### config.mk
export PLATFORM = sky130hd
export DESIGN_NAME = edge_window_scheduler_flat
export DESIGN_NICKNAME = d
export VERILOG_FILES = /design/src/rtl/edge_window_scheduler_if.sv /design/src/rtl/edge_window_scheduler.sv /design/src/flat_wrapper.sv
export SDC_FILE = /design/constraint.sdc
export NUM_CORES = 2
export LEC_CHECK = 0
export ABC_AREA = 1
export BUFFER_PORTS_ARGS = -buffer_cell sky130_fd_sc_hd__buf_4
export CAP_MARGIN = 20
export CORE_UTILIZATION = 25
export CTS_BUF_LIST = sky130_fd_sc_hd__clkbuf_16
export DETAILED_ROUTE_END_ITERATION = 6
export PLACE_DENSITY = 0.49
export REMOVE_ABC_BUFFERS = 1
export SETUP_SLACK_MARGIN = 0.4
export SLEW_MARGIN = 15
export SYNTH_ARGS = -nofsm -noshare
export SYNTH_HDL_FRONTEND = slang
export SYNTH_SLANG_ARGS = --single-unit
### constraint.sdc
create_clock -name clk -period 5.2 [get_ports clk]
set_input_delay 0.52 -clock clk [delete_from_list [all_inputs] [get_ports clk]]
set_output_delay 0.52 -clock clk [all_outputs]
set_load 0.02 [all_outputs]
### src/rtl/edge_window_scheduler_if.sv
// Pixel-in / window-out stream bundle for the edge window scheduler.
// slave = scheduler side, master = pixel source and window sink.
interface edge_window_scheduler_if;
    logic [7:0]   pix_in;
    logic         pix_valid;
    logic         pix_ready;
    logic [199:0] win_out;
    logic         win_valid;
    logic         win_ready;

    modport slave (
        input  pix_in,
        input  pix_valid,
        input  win_ready,
        output pix_ready,
        output win_out,
        output win_valid
    );

    modport master (
        output pix_in,
        output pix_valid,
        output win_ready,
        input  pix_ready,
        input  win_out,
        input  win_valid
    );
endinterface

### src/rtl/edge_window_scheduler.sv
// 5x5 raster window scheduler: 4 line buffers plus a shifting window.
// Optional EDGE_WINDOW_STALL_CNT_EN adds a per-frame stall_cnt output.
module edge_window_scheduler #(
    parameter int IMG_WIDTH  = 64,
    parameter int IMG_HEIGHT = 64
) (
    input  logic       clk,
    input  logic       rst_n,
    input  logic       start,
    input  logic [1:0] mode,
    edge_window_scheduler_if.slave bus,
    output logic [1:0] filt_sel,
    output logic       busy,
    output logic       done
`ifdef EDGE_WINDOW_STALL_CNT_EN
    ,
    output logic [15:0] stall_cnt
`endif
);

    localparam int CW = $clog2(IMG_WIDTH);
    localparam int RW = $clog2(IMG_HEIGHT);

    localparam logic [CW-1:0] COL_LAST = CW'(IMG_WIDTH - 1);
    localparam logic [RW-1:0] ROW_LAST = RW'(IMG_HEIGHT - 1);
    localparam logic [CW-1:0] COL_FILL = CW'(4);
    localparam logic [RW-1:0] ROW_FILL = RW'(4);

    typedef enum logic [1:0] {
        S_IDLE,
        S_ACTIVE,
        S_FLUSH
    } state_t;

    state_t r_state;
    state_t w_state_nxt;

    logic [CW-1:0] r_col;
    logic [RW-1:0] r_row;

    // r_lb[0] is the oldest line (row-4), r_lb[3] the newest (row-1)
    logic [7:0] r_lb [4][IMG_WIDTH];
    logic [7:0] r_win [5][5];

    logic       r_wvld;
    logic       r_done;
    logic [1:0] r_fsel;

    logic         w_pix_ready;
    logic         w_pix_acc;
    logic         w_win_xfer;
    logic         w_last_pix;
    logic         w_col_wrap;
    logic         w_emit;
    logic         w_start_acc;
    logic         w_flush_end;
    logic [7:0]   w_col_new [5];
    logic [199:0] w_win_pack;

    // Handshake qualifiers
    always_comb begin
        w_pix_ready = (r_state == S_ACTIVE)
                    && (!r_wvld || bus.win_ready);
        w_pix_acc   = bus.pix_valid && w_pix_ready;
        w_win_xfer  = r_wvld && bus.win_ready;
        w_col_wrap  = (r_col == COL_LAST);
        w_last_pix  = (r_row == ROW_LAST) && w_col_wrap;
        w_emit      = w_pix_acc
                    && (r_row >= ROW_FILL)
                    && (r_col >= COL_FILL);
    end

    // FSM state register
    always_ff @(posedge clk or negedge rst_n) begin
        if (!rst_n) begin
            r_state <= S_IDLE;
        end else begin
            r_state <= w_state_nxt;
        end
    end

    // FSM next state and strobes
    always_comb begin
        w_state_nxt = r_state;
        w_start_acc = 1'b0;
        w_flush_end = 1'b0;
        unique case (r_state)
            S_IDLE: begin
                if (start) begin
                    w_start_acc = 1'b1;
                    w_state_nxt = S_ACTIVE;
                end
            end
            S_ACTIVE: begin
                if (w_pix_acc && w_last_pix) begin
                    w_state_nxt = S_FLUSH;
                end
            end
            S_FLUSH: begin
                // Leaves once the final window is taken
                if (!r_wvld || bus.win_ready) begin
                    w_flush_end = 1'b1;
                    w_state_nxt = S_IDLE;
                end
            end
            default: begin
                w_state_nxt = S_IDLE;
            end
        endcase
    end

    // Raster position of the next pixel to accept
    always_ff @(posedge clk or negedge rst_n) begin
        if (!rst_n) begin
            r_col <= '0;
            r_row <= '0;
        end else if (w_start_acc) begin
            r_col <= '0;
            r_row <= '0;
        end else if (w_pix_acc) begin
            if (w_col_wrap) begin
                r_col <= '0;
                if (w_last_pix) begin
                    r_row <= '0;
                end else begin
                    r_row <= r_row + RW'(1);
                end
            end else begin
                r_col <= r_col + CW'(1);
            end
        end
    end

    // New window column: four buffered lines above plus the live pixel
    always_comb begin
        for (int k = 0; k < 4; k++) begin
            w_col_new[k] = r_lb[k][r_col];
        end
        w_col_new[4] = bus.pix_in;
    end

    // Line buffers; stale contents are masked by the window fill rule
    always_ff @(posedge clk) begin
        if (w_pix_acc) begin
            for (int k = 0; k < 3; k++) begin
                r_lb[k][r_col] <= r_lb[k+1][r_col];
            end
            r_lb[3][r_col] <= bus.pix_in;
        end
    end

    // 5x5 window shifts left one column per accepted pixel
    always_ff @(posedge clk or negedge rst_n) begin
        if (!rst_n) begin
            for (int r = 0; r < 5; r++) begin
                for (int c = 0; c < 5; c++) begin
                    r_win[r][c] <= 8'h00;
                end
            end
        end else if (w_pix_acc) begin
            for (int r = 0; r < 5; r++) begin
                for (int c = 0; c < 4; c++) begin
                    r_win[r][c] <= r_win[r][c+1];
                end
                r_win[r][4] <= w_col_new[r];
            end
        end
    end

    // Row r at [40r+39:40r], column c at [40r+8c+7:40r+8c]
    always_comb begin
        w_win_pack = '0;
        for (int r = 0; r < 5; r++) begin
            for (int c = 0; c < 5; c++) begin
                w_win_pack[40*r+8*c +: 8] = r_win[r][c];
            end
        end
    end

    // Window valid: set by a filling pixel, cleared on transfer
    always_ff @(posedge clk or negedge rst_n) begin
        if (!rst_n) begin
            r_wvld <= 1'b0;
        end else if (w_emit) begin
            r_wvld <= 1'b1;
        end else if (w_win_xfer) begin
            r_wvld <= 1'b0;
        end
    end

    // Filter select latched on accepted start; reserved mode maps to x
    always_ff @(posedge clk or negedge rst_n) begin
        if (!rst_n) begin
            r_fsel <= 2'd0;
        end else if (w_start_acc) begin
            r_fsel <= (mode == 2'd3) ? 2'd0 : mode;
        end
    end

    // Frame completion pulse, one cycle after the last window leaves
    always_ff @(posedge clk or negedge rst_n) begin
        if (!rst_n) begin
            r_done <= 1'b0;
        end else begin
            r_done <= w_flush_end;
        end
    end

`ifdef EDGE_WINDOW_STALL_CNT_EN
    logic [15:0] r_stall;

    // Saturating count of back-pressured window cycles this frame
    always_ff @(posedge clk or negedge rst_n) begin
        if (!rst_n) begin
            r_stall <= 16'h0000;
        end else if (w_start_acc) begin
            r_stall <= 16'h0000;
        end else if (r_wvld && !bus.win_ready
                     && (r_stall != 16'hFFFF)) begin
            r_stall <= r_stall + 16'h0001;
        end
    end

    assign stall_cnt = r_stall;
`endif

    assign bus.pix_ready = w_pix_ready;
    assign bus.win_out   = w_win_pack;
    assign bus.win_valid = r_wvld;
    assign filt_sel      = r_fsel;
    assign busy          = (r_state != S_IDLE);
    assign done          = r_done;

endmodule

### src/flat_wrapper.sv
// flat-port wrapper written by rule: the top's interface ports become plain ports
module edge_window_scheduler_flat 
#(
    parameter int IMG_WIDTH  = 64,
    parameter int IMG_HEIGHT = 64
)
  (clk, rst_n, start, mode, filt_sel, busy, done, bus_pix_in, bus_pix_valid, bus_win_ready, bus_pix_ready, bus_win_out, bus_win_valid);
  edge_window_scheduler_if bus_i ();
  input  logic clk;
  input  logic rst_n;
  input  logic start;
  input  logic [1:0] mode;
  output logic [1:0] filt_sel;
  output logic busy;
  output logic done;
  input wire logic [$bits(bus_i.pix_in)-1:0] bus_pix_in;
  input wire logic [$bits(bus_i.pix_valid)-1:0] bus_pix_valid;
  input wire logic [$bits(bus_i.win_ready)-1:0] bus_win_ready;
  output wire logic [$bits(bus_i.pix_ready)-1:0] bus_pix_ready;
  output wire logic [$bits(bus_i.win_out)-1:0] bus_win_out;
  output wire logic [$bits(bus_i.win_valid)-1:0] bus_win_valid;
  assign bus_i.pix_in = bus_pix_in;
  assign bus_i.pix_valid = bus_pix_valid;
  assign bus_i.win_ready = bus_win_ready;
  assign bus_pix_ready = bus_i.pix_ready;
  assign bus_win_out = bus_i.win_out;
  assign bus_win_valid = bus_i.win_valid;
  edge_window_scheduler #(.IMG_WIDTH(IMG_WIDTH), .IMG_HEIGHT(IMG_HEIGHT)) u_core (.clk(clk), .rst_n(rst_n), .start(start), .mode(mode), .bus(bus_i), .filt_sel(filt_sel), .busy(busy), .done(done));
endmodule
Yosys cells after proc, flatten, opt, wreduce, memory -nomap -nowiden
Memory sizes are Yosys's and may differ from the RTL's.
Cells that the tools add are included.

cells by class
  $add $sub $neg = 2
  magnitude comparators = 4
  equality and inequality tests = 8
  multiplexer cells = 34
  bitwise logic cells = 1
  reductions and logical operators = 17

operators by type and width
  cell                 number
  $mux 512             1
  $bmux 8 s6           4
  $mux 8               9
  $demux 8 s6          1
  $mux 6               7
  $add 6x1->6 const B  2
  $eq 6x6->1 const B   2
  $ge 6x3->1 const B   2
  $logic_and 1x1->1    8
  $mux 2               4
  $reduce_bool 2->1    4
  $ge 7x7->1 const B   1
  $lt 7x1->1 const B   1
  $mux 1               7
  $not 6->7            1
  $pmux 2 s3           1
  $eq 2x2->1 const B   2
  $ne 2x2->1 const B   2
  $reduce_and 3->1     1
  $eq 2x1->1 const B   1
  $logic_not 2->1      1
  $ne 2x1->1 const B   1
  $reduce_and 2->1     1
  $logic_not 1->1      1
  $logic_or 1x1->1     1

storage, ports and cells
  flip-flop bits (word level) = 218
  RAM bits = 2048
  input port bits = 15
  output and inout port bits = 206
  logic and storage cells = 98
  memories kept = 1

memory list
  memory       depth  width  read ports  clocked after memory_dff  wr ports  RTL line                     RTL
  u_core.r_lb  4      512    4           0                         4         edge_window_scheduler.sv:42  logic [7:0] r_lb [4][IMG_WIDTH];

Longest topological paths before layout
  word-level depth = 7
  gate-level depth with buffers = 17
  depth with buffers taken out = 13

Worst setup path before layout
OpenSTA, ideal clock, no wires.

  kind = input-to-reg
  start = input bus_win_ready
  end = memory u_core.r_lb[0][10] (netlist name), enable pin
  library setup time = 0.421 ns
  data arrival time = 2.855 ns
  data required time = 4.779 ns
  path slack = 1.924 ns
  cell stages on the path = 7
  buffers on the path = 1
  cell sequence = nor2_1 -> inv_1 -> nand3_1 -> clkinv_1 -> clkbuf_1 -> nand4_1 -> nor2_1

RTL lines
  what                RTL line                     RTL
  start: declaration  flat_wrapper.sv:18           input wire logic [$bits(bus_i.win_ready)-1:0] bus_win_ready;
  end: declaration    edge_window_scheduler.sv:42

==> metrics.cfg <==
[setup_path]
start_kind=register
end_kind=register
r2r-start=u_core.r_col[0]$_DFFE_PN0P_
arrival_ps=4880
crit_type=reg -> reg
crit_fanout=157
r2r_end=u_core.r_lb[0][343]$_DFFE_PP_
r2r_setup_slack_ps=880
reg2reg_depth=13
crit_required_ps=5770

[finish]
final_util_pct=29.8
layoutNonFillerInstCount=14700
seq_area_um2=67000
multi_input_area_um2=25100
drive_gt1_share_pct=9.51
layout.nets=9565
final_common_cell=nand2_1
layout_common_cells=nand2_1 (5993), edfxtp_1 (2048), buf_4 (422)
fillers=38600
syn_to_final_growth_pct=18.3

[floorplan]
fp-row-count=224
fp.dieW_um=615
die_h_um=615
top_level_ports=221
initial_core_util_pct=25.2
core_um2=373000
dieArea_um2=379000

[grt]
grt_max_degree=158
antenna_found_initial=28
track_usage_pct=15.6
grt_pass1_vias=60900
grt_pass1_wl_um=436000
grt_overflow=0

[power]
vdd_drop_max_uv=562
powerDensity_nw_per_um2=636
p_leak_nw=46.4

[place]
dp.cells=14300
hpwl_um=173000
gp_congestion=0.796
io_buffers=220

[min_path]
min_path_cells=1
hold_end=u_core.r_lb[3][237]$_DFFE_PP_
worstHoldStart=bus_pix_in[5]
hold_path_class=in -> reg

[routing]
routedWlPerCell_um=20.6
first_pass_iters=5
ant_nets=0
finalWirelength_um=303000
vias=64200
drt-vias-per-instance=4.36
drtIter0Drc=6139
drc=0

[timing]
clock-skew-final_ps=104
drv_slew=0
rsz0062_at_grt=no
hold_ws_ps=71.7
max_freq_mhz=232
hold_viol=0
setup_viol=0
min_period_over_period_pct=83.0
min_period_ps=4320
slew_headroom_pct=32.0
worst_slew_pin_slew_ps=1020
fin_setup_tns_ps=0

[cts]
cts_sinks=2266
root_buffer=clkbuf_16
cts_htree_levels=4
clk_pin_slew_ps=60
cts_tree=built
insertion_delay_ps=920
post_cts_buffers=0
cts_buffers=245
clockBufferDepth=4

[synth]
synth_area_per_cell_um2=10.1
synthAdderAreaFrac_pct=0.0532
yosys_warnings=0
synth.area.top_cells=edfxtp_1 (65%), nand2_1 (24%), dfrtp_1 (5.8%), buf_2 (1.3%), o21ai_0 (0.86%)
syn-cell-area_um2=94000
yosys.area_share.simple_pct=24.8
synth.top_cell.area_share_pct=65.4
ys_seq_area_share_pct=71.2
ys_ff_latch=2266
synth-compound-area-share_pct=1.09
muxShareOfSynthArea_pct=0
synth_xor_area_share_pct=0.0186
netlist.top_cell.by_area=edfxtp_1
synth_top_family_by_area=simple AND/OR/NAND/NOR gates
synth_cell_types=31
synth_cells=9272

[run_status]
status=complete, no violations

[run]
drv_cap=0

==> repair_timing <==
item,4_1_cts,5_1_grt
resized for setup,0,0
hold endpoints to repair,98,0
hold buffers,6,0
==> routing by layer <==
metal / wire length (um) / share of wire [%] / GRT usage, %
met2: 135000 / 45 / 24.5
met4: 10700 / 3.5 / 5.23
met3: 22600 / 7.5 / 2.84
met1: 135000 / 44 / 21.6
met5: 60 / 0.020 / 0
==> per-stage QoR <==
| stage | area, um2 | power [mW] | setup WS [ps] |
|---|---|---|---|
| detailed placement | 103000 | 54.1 | 996 |
| CTS | 111000 | 71.2 | 978 |
| global placement | 103000 | 54.0 | 955 |
| finish | 111000 | 70.7 | 884 |
| floorplan | 91900 | 37.6 | -39210 |
| global route | 111000 | 74.3 | 787 |
==> cell type report <==
type / count / share of cell area, %
clock buffers: 249 / 5.60
well taps: 4972 / 5.59
repair buffers: 496 / 4.12
inverters: 130 / 0.471
flip-flops and latches: 2266 / 60.2
diodes: 10 / 0.0225
clock inverters: 203 / 1.39
multi-input cells: 6407 / 22.6
==> sequential cells by signal, indices dropped and copies added (netlist names) <==
signal	flops
u_core.r_state	2
u_core.done	1
u_core.bus.win_out	200
u_core.bus.win_valid	1
u_core.r_lb	2048
u_core.r_col	6
u_core.r_row	6
u_core.filt_sel	2
==> critical path, cell delays in order (launching register included) <==
cell and delay, ps:
dfrtp_4 800, inv_16 330, buf_4 480, nand2_1 110, nand2_1 50, nand2_1 50
nand2_1 60, nand2_1 50, nand2_1 80, nand2_1 60, nand2_1 130, nor2_1 530
nand2_2 620, buf_4 410
==> cells in the mapped netlist (all sizes together) <==
| cell type | instances |
|---|---|
| a21oi | 10 |
| a221oi | 1 |
| a31oi | 1 |
| buf | 309 |
| clkbuf | 160 |
| clkinv | 2 |
| dfrtp | 218 |
| edfxtp | 2048 |
| ha | 4 |
| inv | 128 |
| nand2 | 6017 |
| nand3 | 22 |
| nand4 | 2 |
| nor2 | 157 |
| nor3 | 6 |
| o211ai | 9 |
| o21a | 1 |
| o21ai | 169 |
| o221ai | 1 |
| o22ai | 2 |
| o31ai | 2 |
| or2 | 1 |
| xnor2 | 1 |
| xor2 | 1 |
==> power breakdown <==
| group | internal (mW) | switching (mW) |
|---|---|---|
| Clock | 9.69 | 7.36 |
| Sequential | 25.9 | 0.837 |
| Combinational | 6.22 | 20.7 |
==> worst max path at each step <==
stage,from,to,slack [ps],depth (start not counted)
2_1_floorplan,u_core.r_col[0]$_DFFE_PN0P_,u_core.r_lb[0][0]$_DFFE_PP_,-39210,4
3_3_place_gp,u_core.r_col[0]$_DFFE_PN0P_,u_core.r_lb[0][123]$_DFFE_PP_,950,13
3_5_place_dp,u_core.r_col[0]$_DFFE_PN0P_,u_core.r_lb[0][115]$_DFFE_PP_,1000,13
4_1_cts,u_core.r_col[0]$_DFFE_PN0P_,u_core.r_lb[0][171]$_DFFE_PP_,980,13
5_1_grt,u_core.r_col[0]$_DFFE_PN0P_,u_core.r_lb[0][343]$_DFFE_PP_,790,13
6_report,u_core.r_col[0]$_DFFE_PN0P_,u_core.r_lb[0][343]$_DFFE_PP_,880,13
==> cell families (layout without fill, tap and decap cells) <==
logic type / after synthesis / after routing
AO/OA/AOI/OAI: 196 / 196
AND/OR/NAND/NOR: 6205 / 6205
XOR/XNOR: 2 / 2
other: 0 / 10
adder cells (fa/ha/maj): 4 / 4
buffers and inverters: 599 / 1078
flip-flops: 2266 / 2266
Note: power is estimated with default switching activity, not from simulation.
